`src/rtl/arm_mem_pkg.sv`:
```
// Shared types and sizes for the unified-RAM port arbiter of the multicycle ARM32 core.
package arm_mem_pkg;

  localparam int MEM_ADDR_W = 11;
  localparam int MEM_DATA_W = 32;

  typedef enum logic [1:0] {
    ARB_IDLE,
    ARB_ISSUE,
    ARB_RESP
  } arb_state_t;

  typedef enum logic {
    OWN_IF,
    OWN_D
  } arb_owner_t;

  function automatic arb_owner_t other_owner(input arb_owner_t owner);
    return (owner == OWN_IF) ? OWN_D : OWN_IF;
  endfunction

endpackage

```
`src/rtl/mem_arb_pick.sv`:
```
// Combinational winner selection between fetch and data requests.
// MEMARB_RR_EN selects round-robin on conflict; otherwise data always wins.
module mem_arb_pick
  import arm_mem_pkg::*;
(
  input  logic       if_req_i,
  input  logic       d_req_i,
  input  arb_owner_t last_owner_i,
  output arb_owner_t winner_o,
  output logic       valid_o
);

  always_comb begin
    // NOTE: defaults first so every path assigns every output and no latch is inferred.
    winner_o = OWN_IF;
    valid_o  = if_req_i | d_req_i;
`ifdef MEMARB_RR_EN
    if (if_req_i && d_req_i) begin
      winner_o = other_owner(last_owner_i);
    end else if (d_req_i) begin
      winner_o = OWN_D;
    end
`else
    if (d_req_i) begin
      winner_o = OWN_D;
    end
`endif
  end

`ifndef MEMARB_RR_EN
  logic unused_last_owner;
  assign unused_last_owner = (last_owner_i == OWN_D);
`endif

endmodule

```
`src/rtl/mem_port_arbiter.sv`:
```
// Shares the single-port unified RAM between instruction fetch and load/store.
// Optional round-robin priority with MEMARB_RR_EN; default is fixed data-over-fetch.
module mem_port_arbiter
  import arm_mem_pkg::*;
#(
  parameter int ADDR_W = MEM_ADDR_W,
  parameter int DATA_W = MEM_DATA_W
) (
  input  logic              clk,
  input  logic              rst_n,
  input  logic              if_req,
  input  logic [ADDR_W-1:0] if_addr,
  output logic              if_gnt,
  output logic              if_rvalid,
  output logic [DATA_W-1:0] if_rdata,
  input  logic              d_req,
  input  logic              d_we,
  input  logic [ADDR_W-1:0] d_addr,
  input  logic [DATA_W-1:0] d_wdata,
  output logic              d_gnt,
  output logic              d_rvalid,
  output logic [DATA_W-1:0] d_rdata,
  output logic [ADDR_W-1:0] ram_addr,
  output logic              ram_w_en,
  output logic [DATA_W-1:0] ram_wdata,
  input  logic [DATA_W-1:0] ram_rdata,
  output logic              busy
);

  arb_state_t        state_q;
  arb_owner_t        owner_q;
  logic [ADDR_W-1:0] ram_addr_q;
  logic [DATA_W-1:0] ram_wdata_q;
  logic              ram_w_en_q;
  logic              if_gnt_q;
  logic              d_gnt_q;
  logic              if_rvalid_q;
  logic              d_rvalid_q;

  arb_owner_t        last_owner;
  arb_owner_t        pick_winner;
  logic              pick_valid;
  logic [ADDR_W-1:0] win_addr_d;
  logic [DATA_W-1:0] win_wdata_d;
  logic              win_we_d;

  mem_arb_pick u_pick (
    .if_req_i     (if_req),
    .d_req_i      (d_req),
    .last_owner_i (last_owner),
    .winner_o     (pick_winner),
    .valid_o      (pick_valid)
  );

  // Fetch is read-only, so it never carries write data.
  assign win_addr_d  = (pick_winner == OWN_D) ? d_addr : if_addr;
  assign win_wdata_d = (pick_winner == OWN_D) ? d_wdata : '0;
  assign win_we_d    = (pick_winner == OWN_D) && d_we;

  always_ff @(posedge clk or negedge rst_n) begin
    if (!rst_n) begin
      state_q     <= ARB_IDLE;
      owner_q     <= OWN_IF;
      ram_addr_q  <= '0;
      ram_wdata_q <= '0;
      ram_w_en_q  <= 1'b0;
      if_gnt_q    <= 1'b0;
      d_gnt_q     <= 1'b0;
      if_rvalid_q <= 1'b0;
      d_rvalid_q  <= 1'b0;
    end else begin
      // NOTE: non-blocking assignments so every register samples pre-edge values.
      if_gnt_q    <= 1'b0;
      d_gnt_q     <= 1'b0;
      if_rvalid_q <= 1'b0;
      d_rvalid_q  <= 1'b0;
      ram_w_en_q  <= 1'b0;
      case (state_q)
        ARB_ISSUE: begin
          // During ISSUE the write enable register holds the latched we.
          if (ram_w_en_q) begin
            state_q <= ARB_IDLE;
          end else begin
            state_q     <= ARB_RESP;
            if_rvalid_q <= (owner_q == OWN_IF);
            d_rvalid_q  <= (owner_q == OWN_D);
          end
        end
        default: begin
          if (pick_valid) begin
            state_q     <= ARB_ISSUE;
            owner_q     <= pick_winner;
            ram_addr_q  <= win_addr_d;
            ram_wdata_q <= win_wdata_d;
            ram_w_en_q  <= win_we_d;
            if_gnt_q    <= (pick_winner == OWN_IF);
            d_gnt_q     <= (pick_winner == OWN_D);
          end else begin
            state_q <= ARB_IDLE;
          end
        end
      endcase
    end
  end

`ifdef MEMARB_RR_EN
  arb_owner_t last_owner_q;
  logic       arb_point;

  assign arb_point = (state_q == ARB_IDLE) || (state_q == ARB_RESP);

  always_ff @(posedge clk or negedge rst_n) begin
    if (!rst_n) begin
      last_owner_q <= OWN_IF;
    end else if (arb_point && pick_valid) begin
      last_owner_q <= pick_winner;
    end
  end

  assign last_owner = last_owner_q;
`else
  assign last_owner = OWN_IF;
`endif

  assign ram_addr  = ram_addr_q;
  assign ram_wdata = ram_wdata_q;
  assign ram_w_en  = ram_w_en_q;
  assign if_gnt    = if_gnt_q;
  assign d_gnt     = d_gnt_q;
  assign if_rvalid = if_rvalid_q;
  assign d_rvalid  = d_rvalid_q;
  assign if_rdata  = ram_rdata;
  assign d_rdata   = ram_rdata;
  assign busy      = (state_q != ARB_IDLE);

endmodule

```
`config.mk`:
```
export PLATFORM = sky130hd
export DESIGN_NAME = mem_port_arbiter
export DESIGN_NICKNAME = d
export VERILOG_FILES = /design/src/rtl/arm_mem_pkg.sv /design/src/rtl/mem_arb_pick.sv /design/src/rtl/mem_port_arbiter.sv
export SDC_FILE = /design/constraint.sdc
export NUM_CORES = 1
export LEC_CHECK = 0
export CAP_MARGIN = 5
export CORE_ASPECT_RATIO = 0.8
export CORE_MARGIN = 5
export CORE_UTILIZATION = 29
export DETAILED_ROUTE_END_ITERATION = 8
export PLACE_DENSITY = 0.7
export SYNTH_ARGS = -nofsm -noshare
export SYNTH_HDL_FRONTEND = slang
export SYNTH_HIERARCHICAL = 1
export SYNTH_SLANG_ARGS = --single-unit
```
`constraint.sdc`:
```
create_clock -name clk -period 1.5 [get_ports clk]
set_input_delay 0.15 -clock clk [delete_from_list [all_inputs] [get_ports clk]]
set_output_delay 0.15 -clock clk [all_outputs]
set_load 0.005 [all_outputs]
```
; ---- After elaboration in Yosys (flattened, before gate mapping)
; Index checks and enable logic that the tools add are counted.
[totals]
wordCells = 33
ff_bits = 51
out_inout_bits = 113
in_bits = 91
[op_classes]
muxes = 16
n_bitwise = 4
eq_ne = 1
reduce_logical = 3
[ops]
columns = cell, count
row1 = $mux 32, 1
row2 = $mux 1, 12
row3 = $mux 11, 1
row4 = $mux 2, 2
row5 = $not 1->1, 3
row6 = $eq 2x1->1 const B, 1
row7 = $reduce_and 2->1, 1
row8 = $reduce_bool 2->1, 1
row9 = $logic_and 1x1->1, 1
row10 = $or 1x1->1, 1

; ---- Longest topological paths before layout
[logic_depth]
word_depth = 4
depth_mapped = 5
depth_no_buf = 4

; ---- Hierarchy
; Netlist, hierarchy kept.
[by_module_without_submodules]
columns = mod, seq_area_each_um2, n_inst, cells_each, area_per_inst_um2
row1 = mem_port_arbiter, 1276.2, 1, 267, 2720.1
row2 = mem_arb_pick, 0.0, 1, 2, 13.8

; ---- Least setup slack after synthesis
; Ideal clock, no wire load.
[synth_timing]
path_type = reg-to-reg
start = reg state_q[0]
end = reg ram_wdata_q[13], in the netlist ram_wdata[13]
setup_ns = 0.079
path_stages_with_launch = 6
t_required_ns = 1.421
t_arrival_ns = 0.991
path_buffers = 1
period_less_slack_ns = 1.070
setup_slack_ns = 0.430
cell_sequence = dfrtp_1 -> nand2b_4 -> nand2_4 -> inv_4 -> buf_8 -> mux2i_1
[synth_between]
elab_chain_cells = 3
[synth_rtl]
columns = item, line_no
row1 = from (decl), mem_port_arbiter.sv:30  ; arb_state_t state_q;
row2 = from (signal assigned), mem_port_arbiter.sv:62  ; state_q <= ARB_IDLE;
row3 = from (signal assigned), mem_port_arbiter.sv:82  ; state_q <= ARB_IDLE;
row4 = from (signal assigned), mem_port_arbiter.sv:84  ; state_q <= ARB_RESP;
row5 = $eq 2x1->1, mem_port_arbiter.sv:78  ; case (state_q)
row6 = $not 1->1 (no line), n/a
row7 = $reduce_and 2->1 (no line), n/a
row8 = to (signal assigned), mem_port_arbiter.sv:94  ; ram_wdata_q <= win_wdata_d;
row9 = to (decl), mem_port_arbiter.sv:33  ; logic [DATA_W-1:0] ram_wdata_q;
; Every way passes these cells.
; A chain may end at the register's enable or synchronous reset.

; ---- Final worst setup path
[layout_timing]
start = reg state_q[0]
end = out busy
[layout_between]
elab_chain_cells = 1
[layout_rtl]
columns = item, line_no
row1 = $reduce_bool 2->1, mem_port_arbiter.sv:134  ; assign busy = (state_q != ARB_IDLE);
row2 = to (decl), mem_port_arbiter.sv:27  ; output logic busy
; Every way passes these cells.

==> results.md <==
* Status: finished clean
* Largest net degree at the start of global routing at 25
* R2r worst-path depth at 5
* Min Tclk post-route at about 1400 ps
* Kind of critical path: reg -> out
* DRT Wirelength at 5980 um
* Setup TNS at 0 ps
* Worst skew pair latency at ~280 ps
* PwrDens at 1670 mW/mm^2
* MaxCap Viol Count at 0
* Fillers at 892
* Slowest stage delay, CP at ~400 ps
* Static Leak at 1.68 nW
* Mapped Nets at 359
* Multi-input logic area at between 700 and 800 um^2
* Worst path slowest cell: dfrtp_1
* Num CTS Buffers at 5
* Final Setup Violations at 0
* R2R setup slack at 180 ps
* Die width at 118 um
* Share of cells above drive strength 1 at 6.96%
* # diodes at 0
* Final hold violations at 0
* VDD IR-drop max at 0.724 mV
* P&R area growth vs syn at 32.8%
* Die area at 0.0115 mm^2
* Clock Tree Root: clkbuf_16
* Final GP Congestion at 0.723
* GR Util All Layers at 10.4%
* Worst relative slew slack at 67.1%
* IO buf count at 107
* WL per Instance at ~14 um
* Vias in the first global route at about 2000
* FMAX at slightly above 700 MHz
* DRT Pass-1 Iters at 4
* Post-DR vias/cell at 4.16
* Post-Syn Area per Cell at 10.2 um^2
* CTS tree: built
* Hold Path Class: in -> out
* Starting Density at 30.0%
* Slew @ Worst Pin at 493 ps
* Yosys warning count at 6
* Worst-path cell chain: or2_2 > dlygate4sd2_1
* Fin area at 0.00362 mm^2
* Placed cell area at 0.00344 mm^2
* Critical path's top delay family: flip-flops
* Fin crit share at ~93%
* Chip Height at 96.8 um
* CTS Buffer Depth at 2
* DRT iter0 DRCs at 65
* Routed Antenna Nets at 0
* WP data arrival at 1250 ps
* Start point of the worst hold path: ram_rdata[21]
* Hpwl dp at 4470 um
* RSZ-0062 raised after global routing: false
* Clock Pin Slew Worst Setup and Hold Paths at ~70 ps
* Cell Rows at 31
* Clock sink count at 51
* CP startpoint kind: flip-flop
* Layout Nets at 406
* Post-route DRC at 0
* Clock Skew at around 3.5 ps
* Syn Inst Count at approximately 270
* Hold Path Sink: d_rdata[21]
* Sequential standard cell area at 0.00128 mm^2
* Core area at 0.00911 mm^2
* Num ports at between 200 and 250
* First-pass GRT wire length at 9940 um
* Critical Path RT at 1350 ps
* Slew Limit Fails at 0
* Grt total ovfl at 0
* Start of the worst register-to-register path: state_q[0]$_DFF_PN0_
* Critical path fanouts, max at 2
* Via Count at approximately 1800
* Hold depth at 0
* Crit end category: output pin
* CTS HTree Levels at 2
* Initial antenna violation count at 0
* R2R Path End: ram_wdata[6]$_DFFE_PN0P_
* Cell Area, Synth at 0.00273 mm^2
* Worst Path Buf+Inv at 1
report_power, final:
part	leakage (nW)	internal (mW)	switching [mW]
logic	0.960	1.55	0.975
clock network	0.0868	0.830	0.480
registers	0.637	1.93	0.303
total	1.68	4.30	1.76
timing repair:
action                                 in CTS  in global routing
buffers inserted                            0                  0
hold buffers                                1                  0
setup endpoints to repair                   1                  0
endpoints found under the hold margin      19                  0
gates resized for setup                     1                  0
flip-flops by register name (all words and copies together) (netlist names):
| register | cells |
|---|---|
| ram_wdata | 32 |
| d_rvalid | 1 |
| d_gnt | 1 |
| if_rvalid | 1 |
| state_q | 2 |
| ram_addr | 11 |
| if_gnt | 1 |
| owner_q | 1 |
| ram_w_en | 1 |
area by class of cell:
class,count,share of cell area (%)
well taps,115,3.97
clock inverters,2,0.967
clock buffers,6,3.83
flip-flops and latches,51,35.2
multi-input cells,108,20.3
repair buffers,116,32.2
inverters,33,3.49
layer usage:
| layer | global-route usage (%) | part of all wire, % | vias to the layer above |
|---|---|---|---|
| li1 | - | - | 862 |
| met1 | 12.1 | 43 | 828 |
| met2 | 16.7 | 46 | 94 |
| met3 | 5.77 | 11 | 8 |
| met4 | 2.27 | 0.59 | 0 |
| met5 | 0 | 0 | - |
placed cells by master, fill, tap and decap left out:
master           count
clkdlybuf4s50_1    104
dfrtp_1             51
mux2i_1             43
inv_1               32
nand2_1             32
a21oi_1             22
clkbuf_16            5
buf_4                5
buf_12               3
nor2_1               2
and2_1               2
buf_2                2
nand2b_4             1
nand2_4              1
inv_4                1
or2_2                1
nor3_1               1
and3_1               1
a21o_1               1
clkinv_2             1
clkbuf_8             1
bufinv_16            1
dlygate4sd3_1        1
dlygate4sd2_1        1
or2_1                1
stage by stage:
| step | worst slack (ps) | util [%] | power, mW | hold WS (ps) | std cells |
|---|---|---|---|---|---|
| after floorplan | 430 | - | 3.51 | -146 | 268 |
| after global placement | 83.4 | 37.8 | 4.78 | 150 | 422 |
| after detailed placement | -6.13 | 37.8 | 4.84 | 150 | 422 |
| after CTS | 87.6 | 39.8 | 6.19 | 300 | 431 |
| after global routing | 68.4 | 39.8 | 6.47 | 300 | 431 |
| final | 105 | 39.8 | 6.06 | 300 | 431 |
how the worst max path moves through the flow:
| stage | start | to | slack [ps] | depth (start not counted) |
|---|---|---|---|---|
| 2_1_floorplan | state_q[0]$_DFF_PN0_ | ram_wdata[13]$_DFFE_PN0P_ | 430 | 5 |
| 4_1_cts | state_q[0]$_DFF_PN0_ | busy | 90 | 2 |
| 6_report | state_q[0]$_DFF_PN0_ | busy | 100 | 2 |
| 3_5_place_dp | if_req | ram_wdata[16]$_DFFE_PN0P_ | -6 | 6 |
| 5_1_grt | state_q[0]$_DFF_PN0_ | busy | 70 | 2 |
| 3_3_place_gp | if_req | ram_wdata[5]$_DFFE_PN0P_ | 80 | 6 |
Power figures use the tool's default switching activity.
==> edit 1, RTL diff (same flow settings) <==
`MEM_DATA_W`: 32 -> 36.
--- a/src/rtl/arm_mem_pkg.sv
+++ b/src/rtl/arm_mem_pkg.sv
@@ -4,3 +4,3 @@
   localparam int MEM_ADDR_W = 11;
-  localparam int MEM_DATA_W = 32;
+  localparam int MEM_DATA_W = 36;
 
Interface: changed (5 resized); port bits go from 204 to 224. The function was not compared with the original's and may differ.
==> edit 1 against the original RTL <==
Worst setup slack gained 15 ps; sequential cell count rose by 4; non-clock buffer count rose by 7; power grew 6.3%; cell count grew 10%; synthesized area grew 7.5%; routed wire length up 10%; cell area grew 7.5%; critical path depth increased by 4; largest cell class unchanged.
==> edit 1: results <==
{
  "grt_pass1_wl_mm": 10.7,
  "layout-drive-gt1-share_pct": 6.21,
  "rr_endpoint": "ram_wdata[9]",
  "ir_worst_vdd_v": 0.000600,
  "place_inst": 465,
  "hp-start": "ram_rdata[27]",
  "crit_family": "buffers and inverters",
  "largest_register_ffs": 36,
  "max_freq_mhz": 724,
  "grt_max_degree": 50,
  "synth_fp_nets": 392,
  "clkCellAreaFrac_pct": 4.17,
  "gp_congestion": 0.692,
  "antenna_found_initial": 0,
  "fill_cells": 989,
  "wire_per_inst_um": 13.9,
  "critPathArrivalTime_ps": 1580,
  "nClkBuffers": 5,
  "clk_latency_ps": 280,
  "first_pass_iters": 3,
  "inverters": 37,
  "p_leak_nw": 1.80,
  "routed_wl_mm": 6.60,
  "n_all_buffers": 123,
  "clock-root-buffer": "clkbuf_16",
  "hpwl_mm": 4.94,
  "nets": 437,
  "synth_cells": 293,
  "max-clock-path-buffers": 2,
  "hold_end": "d_rdata[27]",
  "critPathSlowestCell": "dfrtp_1",
  "hold_depth": 0,
  "ys_warn_count": 6,
  "seq_share_pct": 35.3,
  "clock-sinks": 55,
  "placed_area_mm2": 0.00371,
  "grt.total_usage_pct": 11.0,
  "critical_path.max_fanout": 23,
  "fin_skew_ps": 3.95,
  "layout.nonclk_buf_share_pct": 32.1,
  "nMultiInputCombCells": 116,
  "initialDrtViolationCount": 92,
  "min_path_type": "input pin to output port",
  "rrSetupSlack_ps": 120,
  "max_stage_delay_ps": 370,
  "portBuffers": 115,
  "grt_pass1_vias": 2142,
  "pre_cts_ws_ps": 25.5,
  "p_sw_w": 0.00190,
  "worstSetupStartpoint": "state_q[0]",
  "crit_type": "register to register",
  "status": "finished clean",
  "whs_ps": 300,
  "path_clk_slew_ps": 70,
  "power.density_mw_per_mm2": 1650,
  "h-tree-depth": 2,
  "tightest_slew_ps": 594,
  "diodes": 0,
  "multiInputGateArea_um2": 796,
  "avgViaCountPerCell": 4.17
}
==> edit 1: repair_timing <==
action,CTS,global route
endpoints found under the hold margin,23,0
buffers inserted,1,0
gates resized for setup,1,1
endpoints found under the setup margin,1,1
hold buffers,1,0
cloned,0,0
==> edit 1: metal layers <==
metal	vias to the layer above	global-route usage (%)	part of all wire (%)
met1	934	14.0	42
met2	101	17.2	45
met3	16	4.73	11
met4	0	2.75	1.3
met5	-	0	0
li1	925	-	-
==> edit 1: power by group through the flow <==
stage / sequential (W) / clock [W] / combinational (W)
2_1_floorplan: 0.00244 / 0 / 0.00126
3_3_place_gp: 0.00242 / 0 / 0.00275
3_5_place_dp: 0.00241 / 0 / 0.00281
4_1_cts: 0.00240 / 0.00134 / 0.00283
5_1_grt: 0.00248 / 0.00139 / 0.00304
6_report: 0.00239 / 0.00129 / 0.00276
==> edit 1: worst register-to-register path: stages, from the launching register on <==
cell and delay (ps):
dfrtp_1 370, buf_4 140, nand2b_4 160, nand2_4 90, inv_2 110, buf_12 200, mux2i_2 230
==> edit 2, RTL diff (same flow settings) <==
Made on the original files. The 3 states of `arb_state_t` get a one-hot encoding in 3 bits.
--- a/src/rtl/arm_mem_pkg.sv
+++ b/src/rtl/arm_mem_pkg.sv
@@ -6,6 +6,6 @@
 
-  typedef enum logic [1:0] {
-    ARB_IDLE,
-    ARB_ISSUE,
-    ARB_RESP
+  typedef enum logic [2:0] {
+    ARB_IDLE  = 3'b001,
+    ARB_ISSUE = 3'b010,
+    ARB_RESP  = 3'b100
   } arb_state_t;
Check against the original RTL: no difference found for any inputs over 10 cycles, from zero or initial values and one cycle with rst_n low; not proved beyond that.
==> edit 2 against the original RTL <==
Critical path depth grew 4; routed wire length grew 0.74%; largest cell class is now buffers; power grew 4.3%; core utilization grew 1.8 points; synthesized area grew 1.4%; cell count grew 0.23%; critical path type is now register to register; worst setup slack lost 49 ps; cell area grew 5.4%; sequential cell count grew 1.
==> edit 2: results <==
{
  "fill_cells": 872,
  "critical_path.max_fanout": 13,
  "min_path_type": "input pin to async pin",
  "layout-drive-gt1-share_pct": 17.7,
  "crit_family": "buffers and inverters",
  "p_leak_nw": 1.75,
  "largest_register_ffs": 32,
  "hpwl_mm": 4.53,
  "ys_warn_count": 6,
  "fin_skew_ps": 5.53,
  "clock-root-buffer": "clkbuf_16",
  "nets": 407,
  "avgViaCountPerCell": 4.10,
  "grt_pass1_wl_mm": 9.74,
  "critPathSlowestCell": "dfrtp_1",
  "numCtsBuffers": 5,
  "h-tree-depth": 2,
  "synth_fp_nets": 350,
  "max-clock-path-buffers": 2,
  "diodes": 0,
  "path_clk_slew_ps": 70,
  "critPathArrivalTime_ps": 1620,
  "initialDrtViolationCount": 50,
  "wire_per_inst_um": 13.9,
  "placed_area_mm2": 0.00357,
  "portBuffers": 107,
  "grt_max_degree": 23,
  "slew_headroom_pct": 66.7,
  "r2r_cells": 6,
  "ir_worst_vdd_v": 0.000520,
  "gp_congestion": 0.712,
  "clk_latency_ps": 280,
  "grt_pass1_vias": 1991,
  "first_pass_iters": 4,
  "status": "finished clean",
  "pre_cts_ws_ps": -40.1,
  "ant_nets": 0,
  "antenna_found_initial": 0,
  "grt.total_usage_pct": 10.2,
  "max_stage_delay_ps": 400
}
edit 2: where the power goes:
part / leakage [nW] / internal [W] / switching [W]
sequential: 0.653 / 0.00197 / 0.000319
clock: 0.0691 / 0.000664 / 0.000495
combinational: 1.03 / 0.00191 / 0.000975
total: 1.75 / 0.00454 / 0.00179
edit 2: per-stage QoR:
stage,utilization (%),std cells
final,41.6,432
after detailed placement,38.9,418
after global placement,38.9,418
after global routing,41.6,432
after floorplan,-,259
after CTS,40.7,428
edit 2: layout make-up:
cell class | count | area [µm²] | share of cell area (%)
Multi-Input combinational cell | 98 | 781 | 20.4
Tap cell | 115 | 144 | 3.77
Timing Repair Buffer | 125 | 1310 | 34.3
Clock buffer | 6 | 139 | 3.64
Sequential cell | 52 | 1300 | 34.1
Inverter | 34 | 128 | 3.34
Clock inverter | 2 | 15.0 | 0.393
edit 2: path summary, 6_finish.rpt:
| path | from | to | slack (ps) |
|---|---|---|---|
| min in group clk | ram_rdata[0] | d_rdata[0] | 300 |
| setup / recovery | state_q[2] | ram_wdata[18] | 60 |
| hold reg to reg | owner_q | if_rvalid | 450 |
| hold / removal | rst_n | ram_addr[4] | 300 |
| setup reg to reg | state_q[2] | ram_wdata[18] | 60 |
| max in group asynchronous | rst_n | ram_wdata[27] | 640 |
edit 2: repair_timing:
action | in CTS | in global routing
endpoints found under the hold margin | 12 | 0
cloned | 0 | 2
setup buffers | 1 | 3
pin swaps | 0 | 1
setup endpoints to repair | 1 | 3
resized for setup | 0 | 3
hold buffers | 1 | 0
edit 2: metal layers:
layer / track usage, % / part of all wire [%]
met5: 0 / 0
met4: 4.19 / 1.3
met2: 16.9 / 49
met3: 3.55 / 7.7
met1: 12.1 / 42
